$ cat src/rtl/muldiv_unit.sv
// -----------------------------------------------------------------------------
// muldiv_unit
//   Iterative RV32M multiply/divide unit. It sits beside the single-cycle ALU on
//   the same operand buses. An operation is accepted with a start pulse. The
//   result comes back with a one-cycle done pulse 34 cycles later. Every case
//   takes those 34 cycles unless the fast path is built in.
//
//   Optional feature (macro MULDIV_FASTPATH_EN): the accept logic catches
//   divide-by-zero, signed divide overflow and A == 0. It loads the final result
//   directly and goes straight to DONE. done rises one cycle after the start
//   and busy never rises.
//
// Ports:
//   clk     rising-edge clock
//   rst     synchronous reset, active-high
//   start   request; sampled only in IDLE or DONE
//   funct3  RV32M op: MUL, MULH, MULHSU, MULHU, DIV, DIVU, REM, REMU
//   A, B    operands (rs1, rs2)
//   busy    high while an operation is in flight (CALC and FIX)
//   done    one-cycle pulse, result valid in that cycle
//   result  result word; holds until the next accepted operation completes
// -----------------------------------------------------------------------------
module muldiv_unit #(
    parameter int XLEN = 32,
    parameter int ITER = 32
) (
    input  logic            clk,
    input  logic            rst,
    input  logic            start,
    input  logic [2:0]      funct3,
    input  logic [XLEN-1:0] A,
    input  logic [XLEN-1:0] B,
    output logic            busy,
    output logic            done,
    output logic [XLEN-1:0] result
);

    localparam int CW = $clog2(ITER);

    typedef enum logic [1:0] {IDLE, CALC, FIX, DONE} state_t;

    state_t          state, state_next;
    logic [CW-1:0]   count;
    logic [2:0]      op;
    logic [XLEN-1:0] mag_b;
    logic [XLEN-1:0] hi, lo;      // product {hi,lo}, or divide {remainder,quotient}
    logic            neg;         // negate the selected result in FIX
    logic            div_zero;

    // ---------------- operand conditioning at accept ----------------
    logic            a_signed, b_signed, a_neg, b_neg, b_is_zero, neg_in, accept;
    logic [XLEN-1:0] a_mag, b_mag;

    assign a_signed  = (funct3 == 3'b001) || (funct3 == 3'b010) ||
                       (funct3 == 3'b100) || (funct3 == 3'b110);
    assign b_signed  = (funct3 == 3'b001) || (funct3 == 3'b100) || (funct3 == 3'b110);
    assign a_neg     = a_signed & A[XLEN-1];
    assign b_neg     = b_signed & B[XLEN-1];
    assign a_mag     = a_neg ? -A : A;
    assign b_mag     = b_neg ? -B : B;
    assign b_is_zero = (B == '0);
    // Remainder follows the dividend. The quotient sign is xor of the operand
    // signs, and a zero divisor is overridden in FIX anyway.
    assign neg_in    = funct3[2] ? (funct3[1] ? a_neg : ((a_neg ^ b_neg) & ~b_is_zero))
                                 : (a_neg ^ b_neg);
    assign accept    = start && ((state == IDLE) || (state == DONE));

`ifdef MULDIV_FASTPATH_EN
    logic            fast_hit;
    logic [XLEN-1:0] fast_val;
    logic            div_ovf;

    assign div_ovf = funct3[2] && !funct3[0] &&
                     (A == {1'b1, {(XLEN-1){1'b0}}}) && (B == '1);

    always_comb begin
        fast_hit = 1'b1;
        fast_val = '0;
        if (funct3[2] && b_is_zero)  fast_val = funct3[1] ? A : '1;
        else if (div_ovf)            fast_val = funct3[1] ? '0 : {1'b1, {(XLEN-1){1'b0}}};
        else if (A == '0)            fast_val = '0;
        else                         fast_hit = 1'b0;
    end
`endif

    // ---------------- one iteration step ----------------
    // Shift-add multiply: add the multiplicand into the upper half when the
    // current multiplier bit is set, then shift the whole product right.
    logic [XLEN:0]   mul_sum;
    logic [XLEN-1:0] mul_hi, mul_lo;
    assign mul_sum = {1'b0, hi} + (lo[0] ? {1'b0, mag_b} : '0);
    assign mul_hi  = mul_sum[XLEN:1];
    assign mul_lo  = {mul_sum[0], lo[XLEN-1:1]};

    // Restoring divide: shift the next dividend bit into the remainder and
    // subtract when it fits. The borrow bit of the difference is the compare.
    logic [XLEN:0]   rem_sh, diff;
    logic            fits;
    logic [XLEN-1:0] div_hi, div_lo;
    assign rem_sh = {hi, lo[XLEN-1]};
    assign diff   = rem_sh - {1'b0, mag_b};
    assign fits   = ~diff[XLEN];
    assign div_hi = fits ? diff[XLEN-1:0] : rem_sh[XLEN-1:0];
    assign div_lo = {lo[XLEN-2:0], fits};

    // ---------------- sign fix and word select ----------------
    logic [2*XLEN-1:0] prod_s;
    logic [XLEN-1:0]   div_sel, div_s, fix_val;
    assign prod_s  = neg ? -{hi, lo} : {hi, lo};
    assign div_sel = op[1] ? hi : lo;
    assign div_s   = neg ? -div_sel : div_sel;

    always_comb begin
        if (op[2])              fix_val = (div_zero && !op[1]) ? '1 : div_s;
        else if (op == 3'b000)  fix_val = prod_s[XLEN-1:0];
        else                    fix_val = prod_s[2*XLEN-1:XLEN];
    end

    // ---------------- FSM ----------------
    always_ff @(posedge clk) begin
        if (rst) state <= IDLE;
        else     state <= state_next;
    end

    // NOTE: every output of this block gets a default first, so no path leaves
    // a signal unassigned and no latch is inferred.
    always_comb begin
        state_next = state;
        busy       = 1'b0;
        done       = 1'b0;
        case (state)
            IDLE, DONE: begin
                done = (state == DONE);
                if (start) begin
`ifdef MULDIV_FASTPATH_EN
                    state_next = fast_hit ? DONE : CALC;
`else
                    state_next = CALC;
`endif
                end else begin
                    state_next = IDLE;
                end
            end
            CALC: begin
                busy = 1'b1;
                if (count == CW'(ITER - 1)) state_next = FIX;
            end
            FIX: begin
                busy       = 1'b1;
                state_next = DONE;
            end
            default: state_next = IDLE;
        endcase
    end

    // ---------------- datapath registers ----------------
    // NOTE: state elements update with non-blocking assignments so that every
    // register samples the values from before the clock edge.
    always_ff @(posedge clk) begin
        // NOTE: every datapath register is cleared on reset, not only the
        // control state. An aborted operation then leaves nothing stale behind.
        if (rst) begin
            count    <= '0;
            op       <= '0;
            mag_b    <= '0;
            hi       <= '0;
            lo       <= '0;
            neg      <= 1'b0;
            div_zero <= 1'b0;
            result   <= '0;
        end else begin
            case (state)
                IDLE, DONE: begin
                    if (accept) begin
                        op       <= funct3;
                        mag_b    <= b_mag;
                        hi       <= '0;
                        lo       <= a_mag;
                        neg      <= neg_in;
                        div_zero <= funct3[2] & b_is_zero;
                        count    <= '0;
`ifdef MULDIV_FASTPATH_EN
                        if (fast_hit) result <= fast_val;
`endif
                    end
                end
                CALC: begin
                    count <= count + 1'b1;
                    if (op[2]) begin
                        hi <= div_hi;
                        lo <= div_lo;
                    end else begin
                        hi <= mul_hi;
                        lo <= mul_lo;
                    end
                end
                FIX:     result <= fix_val;
                default: ;
            endcase
        end
    end

endmodule

$ cat config.mk
export PLATFORM = sky130hd
export DESIGN_NAME = muldiv_unit
export DESIGN_NICKNAME = d
export VERILOG_FILES = /design/src/rtl/muldiv_unit.sv
export SDC_FILE = /design/constraint.sdc
export NUM_CORES = 1
export LEC_CHECK = 0
export ABC_AREA = 1
export CORE_MARGIN = 5
export CORE_UTILIZATION = 40
export DETAILED_ROUTE_END_ITERATION = 10
export PLACE_DENSITY = 0.67
export SYNTH_ARGS = -nofsm -noshare
export SYNTH_HDL_FRONTEND = slang
export SYNTH_SLANG_ARGS = --single-unit
$ cat constraint.sdc
create_clock -name clk -period 2.4 [get_ports clk]
set_clock_uncertainty 0.05 [all_clocks]
set_input_delay 0.6 -clock clk [delete_from_list [all_inputs] [get_ports clk]]
set_output_delay 0.6 -clock clk [all_outputs]
set_load 0.02 [all_outputs]
### Word-level counts from Yosys, hierarchy flattened

Index checks and enable logic that the tools add are counted.

* register bits after elaboration: 140
* input bits: 70
* output and inout bits: 34
* word-level logic and storage cells: 75

* $add $sub $neg: 7
* equality and inequality tests: 10
* multiplexer cells: 25
* bitwise gates (word level): 7
* reduce and logical (&&, ||, !) cells: 17

Operators with widths (count)
* 32-bit 2-to-1 mux: 13
* 32-bit case mux with 2 select lines: 2
* 32-bit negation: 3
* 64-bit 2-to-1 mux: 1
* 64-bit negation: 1
* 32-bit by 32-bit adder with 33-bit output: 1
* 33-bit by 32-bit subtractor with 33-bit output: 1
* 32-bit zero test: 1
* 5-bit case mux with 2 select lines: 1
* 3-bit equality test, second input constant: 2
* 1-bit logical OR: 6
* 2-bit case mux with 3 select lines: 1
* 5-bit by 1-bit adder with 5-bit output, second input constant: 1
* 5-bit equality test, second input constant: 1
* 1-bit 2-to-1 mux: 5
* 5-bit 2-to-1 mux: 1
* 1-bit AND: 4
* 2-bit equality test, second input constant: 2
* 2-bit inequality test, second input constant: 2
* 2-bit AND reduction: 2
* 2-bit OR reduction: 2
* 3-bit by 1-bit equality test with 1-bit output, second input constant: 1
* 3-bit by 2-bit equality test with 1-bit output, second input constant: 1
* 3-bit zero test: 1
* 8 further kinds: 10

### Logic depth before layout (Yosys ltp)

Gate-level depths: netlist of the first run.

* depth after elaboration: 9
* depth in mapped cells: 22
* gate-level depth less buffers: 20

### Worst setup path after synthesis of the first run

OpenSTA, ideal clock, no wires.

* kind: register to register
* start: register lo[0]
* end: register hi[29]
* setup time: 132 ps
* arrival time: 2415 ps
* data required time: 2218 ps
* setup slack: -198 ps
* stages on the path, launching flop included: 22
* buffers on the path: 2
* clock period less this slack: 2598 ps
* cells stage by stage: dfxtp_1 buf_2 clkbuf_1 nand2_1 inv_1 ha_1 inv_1 fa_1 inv_1 nand3_1 nand3_1 nand2_1 nand2_1 nand2_1 nand2_1 nand2_1 nand3_1 nand3_1 nand2_1 inv_1 nand2_1 a21oi_1

* cells in the longest elaborated chain, start to end: 4

RTL lines
* start: declaration: line 46 `logic [XLEN-1:0] hi, lo;`
* start signal: assignment: line 178 `lo <= a_mag;`
* start signal: assignment: line 191 `lo <= div_lo;`
* start signal: assignment: line 194 `lo <= mul_lo;`
* 32-bit 2-to-1 mux: line 91 `assign mul_sum = {1'b0, hi} + (lo[0] ? {1'b0, mag_b} : '0);`
* 32-bit by 32-bit adder with 33-bit output: line 91
* 32-bit 2-to-1 mux: line 189 `if (op[2]) begin`
* 32-bit case mux with 2 select lines: line 172 `case (state)`
* end signal: assignment: line 190 `hi <= div_hi;`
* end signal: assignment: line 193 `hi <= mul_hi;`
* end: declaration: line 46

No other way between the ends.
A chain may end at the register's enable or synchronous reset.

### Final worst setup path of the first run

* start: register lo[31]
* end: register hi[21]

* cells in the longest elaborated chain, start to end: 4

RTL lines
* 33-bit by 32-bit subtractor with 33-bit output: line 101 `assign diff = rem_sh - {1'b0, mag_b};`
* 32-bit 2-to-1 mux: line 103 `assign div_hi = fits ? diff[XLEN-1:0] : rem_sh[XLEN-1:0];`
* 32-bit 2-to-1 mux: line 189
* 32-bit case mux with 2 select lines: line 172

No other way between the ends.

==> impl_results.html, run 1 <==
<table>
<tr><th>Metric</th><th>Value</th></tr>
<tr><th colspan="2">Critical path</th></tr>
<tr><td>Count of buffer and inverter cells on the critical path</td><td>4</td></tr>
<tr><td>Critical path endpoint category</td><td>flop</td></tr>
<tr><td>Count of cells along the worst register-to-register path</td><td>20</td></tr>
<tr><td>RR Endpoint</td><td>hi[21]</td></tr>
<tr><td>Data required time of the worst path</td><td>2750 ps</td></tr>
<tr><td>Type of element launching the critical path</td><td>flop</td></tr>
<tr><td>Delay of the slowest cell on the worst path</td><td>450 ps</td></tr>
<tr><td>Crit Reg-Reg Startpoint</td><td>lo[31]</td></tr>
<tr><td>Slowest-stage cell, CP</td><td>sky130_fd_sc_hd__fa_2</td></tr>
<tr><td>Crit path arrival time</td><td>2890 ps</td></tr>
<tr><td>CP most frequent cell</td><td>sky130_fd_sc_hd__nand2_1</td></tr>
<tr><td>Kind of cell adding the most delay to the critical path</td><td>simple AND/OR/NAND/NOR gates</td></tr>
<tr><td>Register-to-register setup slack</td><td>-150 ps</td></tr>
<tr><td>Highest net fanout along the worst path</td><td>6</td></tr>
<tr><td>Critical-path cell list</td><td>inv_2 &gt; ha_4 &gt; fa_2 &gt; inv_2 &gt; nand2_1 &gt; nand2_1 &gt; nand3_2 &gt; nand2_2 &gt; nand2_2 &gt; nand2_4 &gt; nand2_4 &gt; nand2_4 &gt; nand2_8 &gt; nand2_8 &gt; buf_6 &gt; buf_6 &gt; nand2_1 &gt; nand3_1 &gt; nand2_1 &gt; a21oi_2</td></tr>
<tr><td>Type of the setup path with the least slack</td><td>reg2reg</td></tr>
<tr><th colspan="2">Clock tree</th></tr>
<tr><td>Hold buffer count at CTS</td><td>0</td></tr>
<tr><td>Clock buffers created by TritonCTS</td><td>17</td></tr>
<tr><td>Clock tree from TritonCTS</td><td>yes</td></tr>
<tr><td>Clk buf depth</td><td>2</td></tr>
<tr><td>Number of H-tree branching levels</td><td>4</td></tr>
<tr><td>Number of sinks driven by the clock tree</td><td>140</td></tr>
<tr><td>Clock root buffer</td><td>sky130_fd_sc_hd__clkbuf_16</td></tr>
<tr><td>Worst-path clk slew</td><td>around 70 ps</td></tr>
<tr><td>Clock insertion delay at the later pin of the skew report</td><td>approximately 460 ps</td></tr>
<tr><th colspan="2">Timing</th></tr>
<tr><td>Max Clock Freq</td><td>~0.39 GHz</td></tr>
<tr><td>Actual slew at the worst max-slew pin</td><td>~800 ps</td></tr>
<tr><td>Max Transition Viols Final</td><td>0</td></tr>
<tr><td>Fraction of the cycle the final worst path needs</td><td>1.06</td></tr>
<tr><td>Setup violation total in the final timing report</td><td>31</td></tr>
<tr><td>Worst slew margin relative to its limit</td><td>0.481</td></tr>
<tr><td>Setup slack of the critical path after layout</td><td>-146 ps</td></tr>
<tr><td>Setup repair after global routing missed its margin</td><td>yes</td></tr>
<tr><td>Number of failing hold endpoints at the final stage</td><td>0</td></tr>
<tr><td>Time the final worst path needs with I/O delays and setup</td><td>~2500 ps</td></tr>
<tr><th colspan="2">Routing</th></tr>
<tr><td>Drt total wl</td><td>about 81000 um</td></tr>
<tr><td>Detailed Route Iter0 Violations</td><td>between 2000 and 3000</td></tr>
<tr><td>Detailed-router iteration count before antenna repair</td><td>6</td></tr>
<tr><td>Post-DRT Antenna Nets</td><td>0</td></tr>
<tr><td>Count of vias placed by the detailed router</td><td>24026</td></tr>
<tr><td>Post-route DRC violation count</td><td>0</td></tr>
<tr><td>Via/cell ratio</td><td>~5.3</td></tr>
<tr><td>Wirelength per Cell</td><td>roughly 18 um</td></tr>
<tr><th colspan="2">Synthesis</th></tr>
<tr><td>Ys Warns</td><td>0</td></tr>
<tr><td>Post-synth net total</td><td>3536</td></tr>
<tr><td>Fraction of the yosys area taken by sequential cells</td><td>0.158</td></tr>
<tr><td>Avg Synthesized Cell Area</td><td>5.22 um2</td></tr>
<tr><td>Number of different library cells in the post-synthesis netlist</td><td>slightly below 50</td></tr>
<tr><td>Synthesized instance count</td><td>between 3000 and 4000</td></tr>
<tr><td>Synthesized cell area</td><td>~0.018 mm2</td></tr>
<tr><td>Flip-flop and latch count after synthesis</td><td>140</td></tr>
<tr><th colspan="2">Final layout</th></tr>
<tr><td>Fin nets</td><td>roughly 4100</td></tr>
<tr><td>Area growth from synthesis to final layout</td><td>42.8%</td></tr>
<tr><td>Layout cells sized above 1</td><td>0.231</td></tr>
<tr><td>ANT cells</td><td>0</td></tr>
<tr><td>Count of placed standard cells in the final layout, fillers left out</td><td>~4500</td></tr>
<tr><th colspan="2">Power and ir drop</th></tr>
<tr><td>Clock group share of total power</td><td>0.149</td></tr>
<tr><td>Static leakage power</td><td>roughly 13 nW</td></tr>
<tr><td>IR Drop Worst-Case VDD</td><td>485 uV</td></tr>
<tr><td>Cell Int Power</td><td>between 9 and 10 mW</td></tr>
<tr><td>Switching Power</td><td>around 10 mW</td></tr>
<tr><td>Part of the power in registers</td><td>0.167</td></tr>
<tr><td>Share of total power in combinational logic</td><td>0.684</td></tr>
<tr><td>PwrDens</td><td>between 700 and 800 mW/mm2</td></tr>
<tr><td>Share of total power consumed by net switching</td><td>0.514</td></tr>
<tr><th colspan="2">GRT</th></tr>
<tr><td>Congestion Overflow GR</td><td>0</td></tr>
<tr><td>Wire length of the first global-routing pass</td><td>between 100000 and 150000 um</td></tr>
<tr><td>Number of global-route vias before repair</td><td>20915</td></tr>
<tr><td>Maximum number of pins on one net before global-route repair</td><td>just over 80</td></tr>
<tr><td>Initial antenna violation count</td><td>1</td></tr>
<tr><td>GRT Resource Usage Total</td><td>0.318</td></tr>
<tr><th colspan="2">Floorplanning</th></tr>
<tr><td>Initial Utilization</td><td>0.402</td></tr>
<tr><td>Die height</td><td>about 220 um</td></tr>
<tr><td>Placement Rows</td><td>77</td></tr>
<tr><td>Total I/O pin count</td><td>~100</td></tr>
<tr><td>Std-Cell Core Area</td><td>0.0440 mm2</td></tr>
<tr><td>Die X-Extent</td><td>between 200 and 250 um</td></tr>
<tr><td>Die area</td><td>slightly below 0.05 mm2</td></tr>
<tr><th colspan="2">Placed design</th></tr>
<tr><td>Count of port buffers added during placement</td><td>roughly 100</td></tr>
<tr><td>HPWL Detailed</td><td>~64000 um</td></tr>
<tr><td>Final weighted congestion of routability-driven global placement</td><td>1.03</td></tr>
<tr><td>Worst slack, placed</td><td>-288 ps</td></tr>
<tr><td>Post-placement cell count</td><td>4473</td></tr>
<tr><th colspan="2">Min path</th></tr>
<tr><td>Hold Path Depth</td><td>2</td></tr>
<tr><td>Sink of the worst hold path</td><td>result[26]</td></tr>
<tr><td>Kind of path behind the tightest hold check</td><td>reg2reg</td></tr>
<tr><td>Start point of the worst min-delay path</td><td>result[26]</td></tr>
<tr><th colspan="2">Status</th></tr>
<tr><td>Violated checks</td><td>negative setup slack</td></tr>
<tr><td>Status</td><td>finished with violations</td></tr>
<tr><th colspan="2">Run</th></tr>
<tr><td>Number of max-cap violations</td><td>0</td></tr>
</table>
[what timing repair did]
action | 4_1_cts | 5_1_grt
gates cloned | 1 | 4
endpoints found under the setup margin | 44 | 72
resized for setup | 119 | 242
pin swaps | 23 | 79
buffers inserted | 10 | 15
[state kept, by name (all words and copies together) (netlist names)]
| register | flops |
|---|---|
| lo | 32 |
| state | 2 |
| neg | 1 |
| div_zero | 1 |
| count | 5 |
| result | 32 |
| op | 3 |
| hi | 32 |
| mag_b | 32 |
[layout by cell type (no fill, tap or decap), types with 30 or more instances in the layout]
master	synthesis	final
sky130_fd_sc_hd__clkdlybuf4s50_1	0	101
sky130_fd_sc_hd__nand4_1	44	44
sky130_fd_sc_hd__nor2_2	10	56
sky130_fd_sc_hd__nand3_2	0	30
sky130_fd_sc_hd__inv_1	529	500
sky130_fd_sc_hd__buf_4	2	506
sky130_fd_sc_hd__nand3_1	336	304
sky130_fd_sc_hd__nand2_1	1086	1008
sky130_fd_sc_hd__o21ai_0	197	187
sky130_fd_sc_hd__a21oi_1	244	217
sky130_fd_sc_hd__ha_1	73	32
sky130_fd_sc_hd__xor2_1	38	34
sky130_fd_sc_hd__dfxtp_1	140	123
sky130_fd_sc_hd__nand2_2	7	75
sky130_fd_sc_hd__a31oi_1	34	34
sky130_fd_sc_hd__inv_2	7	34
sky130_fd_sc_hd__ha_4	0	39
sky130_fd_sc_hd__nor2_1	369	318
[worst max-delay path by stage]
stage / startpoint / endpoint / slack (ps) / depth (start not counted)
floorplan: lo[0] / hi[29] / 20 / 21
global placement: B[1] / mag_b[24] / -290 / 13
detailed placement: B[1] / mag_b[24] / -290 / 13
CTS: lo[31] / hi[22] / -10 / 20
global route: lo[31] / hi[21] / -240 / 20
finish: lo[31] / hi[21] / -150 / 20
[area by class of cell]
type                            instances  area (um2)
Fill cell                            4481       18800
Sequential cell                       140        2830
Clock inverter                         14         183
Timing Repair Buffer                  639        5380
Tap cell                              592         741
Inverter                              539        2040
Clock buffer                           18         439
Multi-Input combinational cell       2592       13700
[synthesized netlist by cell type, drive strengths merged]
| cell type | count | area [um2] |
|---|---|---|
| o21ai | 226 | 1140 |
| nand3 | 337 | 1700 |
| a21o | 6 | 45.0 |
| xor2 | 38 | 333 |
| o221ai | 2 | 17.5 |
| nor4 | 11 | 75.1 |
| or2 | 7 | 43.8 |
| o311a | 1 | 10.0 |
| a21oi | 245 | 1230 |
| nand4 | 44 | 275 |
| o31ai | 2 | 15.0 |
| dfxtp | 140 | 2800 |
| clkbuf | 69 | 259 |
| nand3b | 12 | 90.1 |
| buf | 51 | 310 |
| and2 | 6 | 37.5 |
| clkinv | 2 | 7.51 |
| a31oi | 34 | 213 |
| a211oi | 2 | 15.0 |
| xnor2 | 16 | 140 |
| nor3 | 28 | 166 |
| o211ai | 12 | 90.1 |
| a21boi | 3 | 26.3 |
| o21bai | 9 | 67.6 |
| fa | 2 | 40.0 |
| nor2 | 381 | 1470 |
| ha | 73 | 913 |
| nand2 | 1095 | 4140 |
| inv | 537 | 2020 |
[metal layers]
| metal | track usage | part of all wire | wire, um | vias to the layer above |
|---|---|---|---|---|
| li1 | - | - | - | 11872 |
| met1 | 0.487 | 0.46 | 37200 | 10873 |
| met2 | 0.455 | 0.41 | 33100 | 1154 |
| met3 | 0.0564 | 0.11 | 8620 | 123 |
| met4 | 0.0791 | 0.027 | 2200 | 4 |
| met5 | 0.0101 | 0.00085 | 69 | - |
[power groups by stage]
stage / sequential, mW / combinational (mW) / clock (mW)
floorplan: 3.21 / 6.88 / 0
global placement: 3.27 / 12.1 / 0
detailed placement: 3.28 / 12.2 / 0
CTS: 3.25 / 12.5 / 2.94
global route: 3.33 / 14.6 / 3.04
finish: 3.28 / 13.5 / 2.92
[metrics by stage]
step | area [um2] | hold slack [ps] | total power [mW] | util | TNS (ps)
after floorplan | 17700 | 395 | 10.1 | - | 0
after global placement | 22900 | 404 | 15.4 | 0.520 | -9510
after detailed placement | 22900 | 404 | 15.4 | 0.520 | -12230
after CTS | 24200 | 415 | 18.7 | 0.550 | -57.8
after global routing | 25300 | 433 | 20.9 | 0.574 | -6220
final | 25300 | 414 | 19.7 | 0.574 | -1950
[tightest hold or removal path: stages, from the launching register on]
cell and delay (ps):
sky130_fd_sc_hd__dfxtp_1 310, sky130_fd_sc_hd__nand2_1 60, sky130_fd_sc_hd__a21oi_1 50
[logic make-up after synthesis]
logic type / Yosys count / synth area share
AO/OA/AOI/OAI: 542 / 0.162
flip-flops: 140 / 0.158
XOR/XNOR: 54 / 0.0267
adder cells (fa/ha/maj): 75 / 0.0539
buffers and inverters: 659 / 0.147
AND/OR/NAND/NOR: 1921 / 0.452
Power figures use the tool's default switching activity.
==> run 2, diff against run 1 <==
GPL_TIMING_DRIVEN = 0   (was default)
PLACE_DENSITY = 0.64   (was 0.67)
==> run 2 against run 1 <==
Compared with the run above:
- the flow still finishes with violations (negative setup slack)
- count of clock-buffer cells in the layout increased by 2
- wire length increased by 13%
- global-route usage increased by 3.3 points
- non-clock buffer count decreased by 281
- critical endpoint is now lo[0]
==> impl_results.html, run 2 (synthesis gave the netlist of run 1 again) <==
<table>
<tr><th>Metric</th><th>Value</th></tr>
<tr><th colspan="2">Final layout</th></tr>
<tr><td>Fillers</td><td>4525 (+0.98%)</td></tr>
<tr><td>Final standard cell utilization of the core</td><td>0.557 (-0.0175)</td></tr>
<tr><td>Most frequent standard cell in the layout excluding fill and tap cells</td><td>sky130_fd_sc_hd__nand2_1</td></tr>
<tr><td>Count of placed standard cells in the final layout, fillers left out</td><td>4256 (-6.1%)</td></tr>
<tr><td>Layout cells sized above 1</td><td>0.235 (+0.00416)</td></tr>
<tr><td>Area growth from synthesis to final layout</td><td>38.5%</td></tr>
<tr><td>Top library cells by usage in the layout, fill and taps aside</td><td>sky130_fd_sc_hd__nand2_1, sky130_fd_sc_hd__inv_1, sky130_fd_sc_hd__nor2_1</td></tr>
<tr><td>Fin nets</td><td>3796 (-6.8%)</td></tr>
<tr><td>ANT cells</td><td>0 (unchanged)</td></tr>
<tr><th colspan="2">Routing</th></tr>
<tr><td>Count of vias placed by the detailed router</td><td>24098 (+0.30%)</td></tr>
<tr><td>Detailed Route Iter0 Violations</td><td>3049 (+8.4%)</td></tr>
<tr><td>Drt total wl</td><td>91700 um (+13%)</td></tr>
<tr><td>Post-DRT Antenna Nets</td><td>0 (unchanged)</td></tr>
<tr><td>Post-route DRC violation count</td><td>0 (unchanged)</td></tr>
<tr><td>Detailed-router iteration count before antenna repair</td><td>6 (unchanged)</td></tr>
<tr><td>Via/cell ratio</td><td>5.66 (+6.9%)</td></tr>
<tr><td>Wirelength per Cell</td><td>21.5 um (+20%)</td></tr>
<tr><th colspan="2">GRT</th></tr>
<tr><td>Initial antenna violation count</td><td>0 (-1)</td></tr>
<tr><td>M1 GR Usage</td><td>0.498 (+0.0102)</td></tr>
<tr><td>Number of global-route vias before repair</td><td>21007 (+0.44%)</td></tr>
<tr><td>Congestion Overflow GR</td><td>0 (unchanged)</td></tr>
<tr><td>Maximum number of pins on one net before global-route repair</td><td>17 (-79%)</td></tr>
<tr><td>Met2 usage in global routing</td><td>0.501 (+0.0454)</td></tr>
<tr><td>Global-route met3 utilization</td><td>0.106 (+0.0493)</td></tr>
<tr><td>Wire length of the first global-routing pass</td><td>129000 um (+7.2%)</td></tr>
<tr><td>Layer with the highest usage</td><td>met2</td></tr>
<tr><td>GRT Resource Usage Total</td><td>0.351 (+0.0334)</td></tr>
<tr><th colspan="2">Critical path</th></tr>
<tr><td>Highest net fanout along the worst path</td><td>5 (-1)</td></tr>
<tr><td>Crit path arrival time</td><td>2880 ps (about the same)</td></tr>
<tr><td>Critical-path cell list</td><td>inv_4 &gt; ha_4 &gt; fa_2 &gt; inv_2 &gt; nand2_2 &gt; nand2_2 &gt; nand3_2 &gt; nand2_2 &gt; nand2_2 &gt; nand2_4 &gt; nand2_4 &gt; nand3_4 &gt; nand2_8 &gt; clkbuf_16 &gt; buf_8 &gt; o21ai_4 &gt; a31oi_1</td></tr>
<tr><td>Data required time of the worst path</td><td>2670 ps (-80 ps)</td></tr>
<tr><td>Count of buffer and inverter cells on the critical path</td><td>4 (unchanged)</td></tr>
<tr><td>Type of element launching the critical path</td><td>flop</td></tr>
<tr><td>Delay of the slowest cell on the worst path</td><td>400 ps (-50 ps)</td></tr>
<tr><td>Kind of cell adding the most delay to the critical path</td><td>simple AND/OR/NAND/NOR gates</td></tr>
<tr><td>CP most frequent cell</td><td>sky130_fd_sc_hd__nand2_2</td></tr>
<tr><td>Type of the setup path with the least slack</td><td>reg2reg</td></tr>
<tr><td>CP startpoint</td><td>lo[31]</td></tr>
<tr><td>Critical path endpoint category</td><td>flop</td></tr>
<tr><td>Crit Reg-Reg Startpoint</td><td>lo[31]</td></tr>
<tr><td>Slowest-stage cell, CP</td><td>sky130_fd_sc_hd__dfxtp_4</td></tr>
<tr><th colspan="2">Clock tree</th></tr>
<tr><td>Clk buf depth</td><td>2 (unchanged)</td></tr>
<tr><td>Clock insertion delay at the later pin of the skew report</td><td>460 ps (about the same)</td></tr>
<tr><td>Hold buffer count at CTS</td><td>0 (unchanged)</td></tr>
<tr><td>Clock buffers created by TritonCTS</td><td>17 (unchanged)</td></tr>
<tr><td>Clock tree from TritonCTS</td><td>yes</td></tr>
<tr><td>Number of sinks driven by the clock tree</td><td>140 (unchanged)</td></tr>
<tr><td>Number of H-tree branching levels</td><td>4 (unchanged)</td></tr>
<tr><td>Worst-path clk slew</td><td>70 ps (about the same)</td></tr>
<tr><td>Clock root buffer</td><td>sky130_fd_sc_hd__clkbuf_16</td></tr>
<tr><th colspan="2">Floorplanning</th></tr>
<tr><td>Initial Utilization</td><td>0.402 (unchanged)</td></tr>
<tr><td>Std-Cell Core Area</td><td>0.0440 mm2 (unchanged)</td></tr>
<tr><td>Die height</td><td>220 um (unchanged)</td></tr>
<tr><td>Placement Rows</td><td>77 (unchanged)</td></tr>
<tr><td>Total I/O pin count</td><td>104 (unchanged)</td></tr>
<tr><td>Die X-Extent</td><td>220 um (unchanged)</td></tr>
<tr><td>Die area</td><td>0.0485 mm2 (unchanged)</td></tr>
<tr><th colspan="2">Timing</th></tr>
<tr><td>Actual slew at the worst max-slew pin</td><td>987 ps (+208 ps)</td></tr>
<tr><td>Worst slew margin relative to its limit</td><td>0.342 (-0.139)</td></tr>
<tr><td>Max Transition Viols Final</td><td>0 (unchanged)</td></tr>
<tr><td>Fraction of the cycle the final worst path needs</td><td>1.09 (+0.0273)</td></tr>
<tr><td>Setup repair after global routing missed its margin</td><td>yes</td></tr>
<tr><td>Max Clock Freq</td><td>0.383 GHz (-2.5%)</td></tr>
<tr><td>Setup slack of the critical path after layout</td><td>-211 ps (-65.5 ps)</td></tr>
<tr><td>Setup violation total in the final timing report</td><td>36 (+16%)</td></tr>
<tr><td>Number of failing hold endpoints at the final stage</td><td>0 (unchanged)</td></tr>
<tr><td>Time the final worst path needs with I/O delays and setup</td><td>2610 ps (+65.5 ps)</td></tr>
<tr><th colspan="2">Power and ir drop</th></tr>
<tr><td>Total chip power</td><td>19.9 mW (+1.2%)</td></tr>
<tr><td>PwrDens</td><td>812 mW/mm2 (+4.4%)</td></tr>
<tr><td>Static leakage power</td><td>11.9 nW (-8.5%)</td></tr>
<tr><td>IR Drop Worst-Case VDD</td><td>373 uV (-23%)</td></tr>
<tr><th colspan="2">Status</th></tr>
<tr><td>Status</td><td>finished with violations</td></tr>
<tr><td>Violated checks</td><td>negative setup slack</td></tr>
<tr><th colspan="2">Placed design</th></tr>
<tr><td>HPWL Detailed</td><td>69100 um (+7.6%)</td></tr>
<tr><td>Post-placement cell count</td><td>4085 (-8.7%)</td></tr>
<tr><td>Count of port buffers added during placement</td><td>102 (-0.97%)</td></tr>
<tr><td>Final weighted congestion of routability-driven global placement</td><td>1.08 (+4.8%)</td></tr>
<tr><th colspan="2">Run</th></tr>
<tr><td>Number of max-cap violations</td><td>0 (unchanged)</td></tr>
<tr><th colspan="2">Min path</th></tr>
<tr><td>Kind of path behind the tightest hold check</td><td>reg2reg</td></tr>
<tr><td>Start point of the worst min-delay path</td><td>result[0]</td></tr>
</table>
-- run 2: path summary, 6_finish.rpt --
path | end | slack, ps | cells after the start
worst min register to register | result[0] | 410 | 2
worst min-delay path | result[0] | 410 | 2
worst max-delay path | lo[0] | -210 | 17
worst max register to register | lo[0] | -210 | 17
-- run 2: layout make-up --
type / count / area (um2) / area share
Buffer: 115 / 694 / 0.0283
Clock inverter: 12 / 184 / 0.00751
Tap cell: 592 / 741 / 0.0302
Timing Repair Buffer: 243 / 2270 / 0.0926
Clock buffer: 20 / 447 / 0.0182
Inverter: 539 / 2070 / 0.0846
Multi-Input combinational cell: 2594 / 15100 / 0.617
Sequential cell: 140 / 2960 / 0.121
Timing Repair inverter: 1 / 5.00 / 0.000204
-- run 2: repair_timing --
action / CTS / global route
buffers inserted: 36 / 97
pin swaps: 48 / 189
gates cloned: 2 / 9
gates resized for setup: 306 / 603
endpoints found under the setup margin: 128 / 118
-- run 2: where the power goes --
group / leakage (nW) / switching, mW / total [mW] / internal, mW
clock: 0.302 / 1.15 / 2.93 / 1.78
sequential: 1.18 / 0.629 / 3.41 / 2.78
combinational: 10.4 / 9.31 / 13.6 / 4.26
total: 11.9 / 11.1 / 19.9 / 8.82
-- run 2: stage by stage --
step	worst slack, ps	hold WS [ps]	setup TNS [ps]	area (um2)
after CTS	-171	414	-3390	21500
after global routing	-266	430	-7250	24500
after floorplan	24.2	395	0	17700
final	-211	413	-4920	24500
after global placement	-1010	404	-80240	19500
after detailed placement	-979	404	-77670	19500
-- run 2: per-layer routing --
| metal | part of all wire | up-vias |
|---|---|---|
| met2 | 0.40 | 1436 |
| met1 | 0.42 | 11039 |
| li1 | - | 11350 |
| met4 | 0.051 | 0 |
| met5 | 0 | - |
| met3 | 0.13 | 273 |
-- run 2: worst reg2reg max path: cells and delay by family (launching register included) --
| family | cells | cell delay (ps) |
|---|---|---|
| AO/OA/AOI/OAI | 2 | 250 |
| adder cells (fa/ha/maj) | 2 | 500 |
| AND/OR/NAND/NOR | 9 | 820 |
| buffers and inverters | 4 | 450 |
| flip-flops | 1 | 400 |
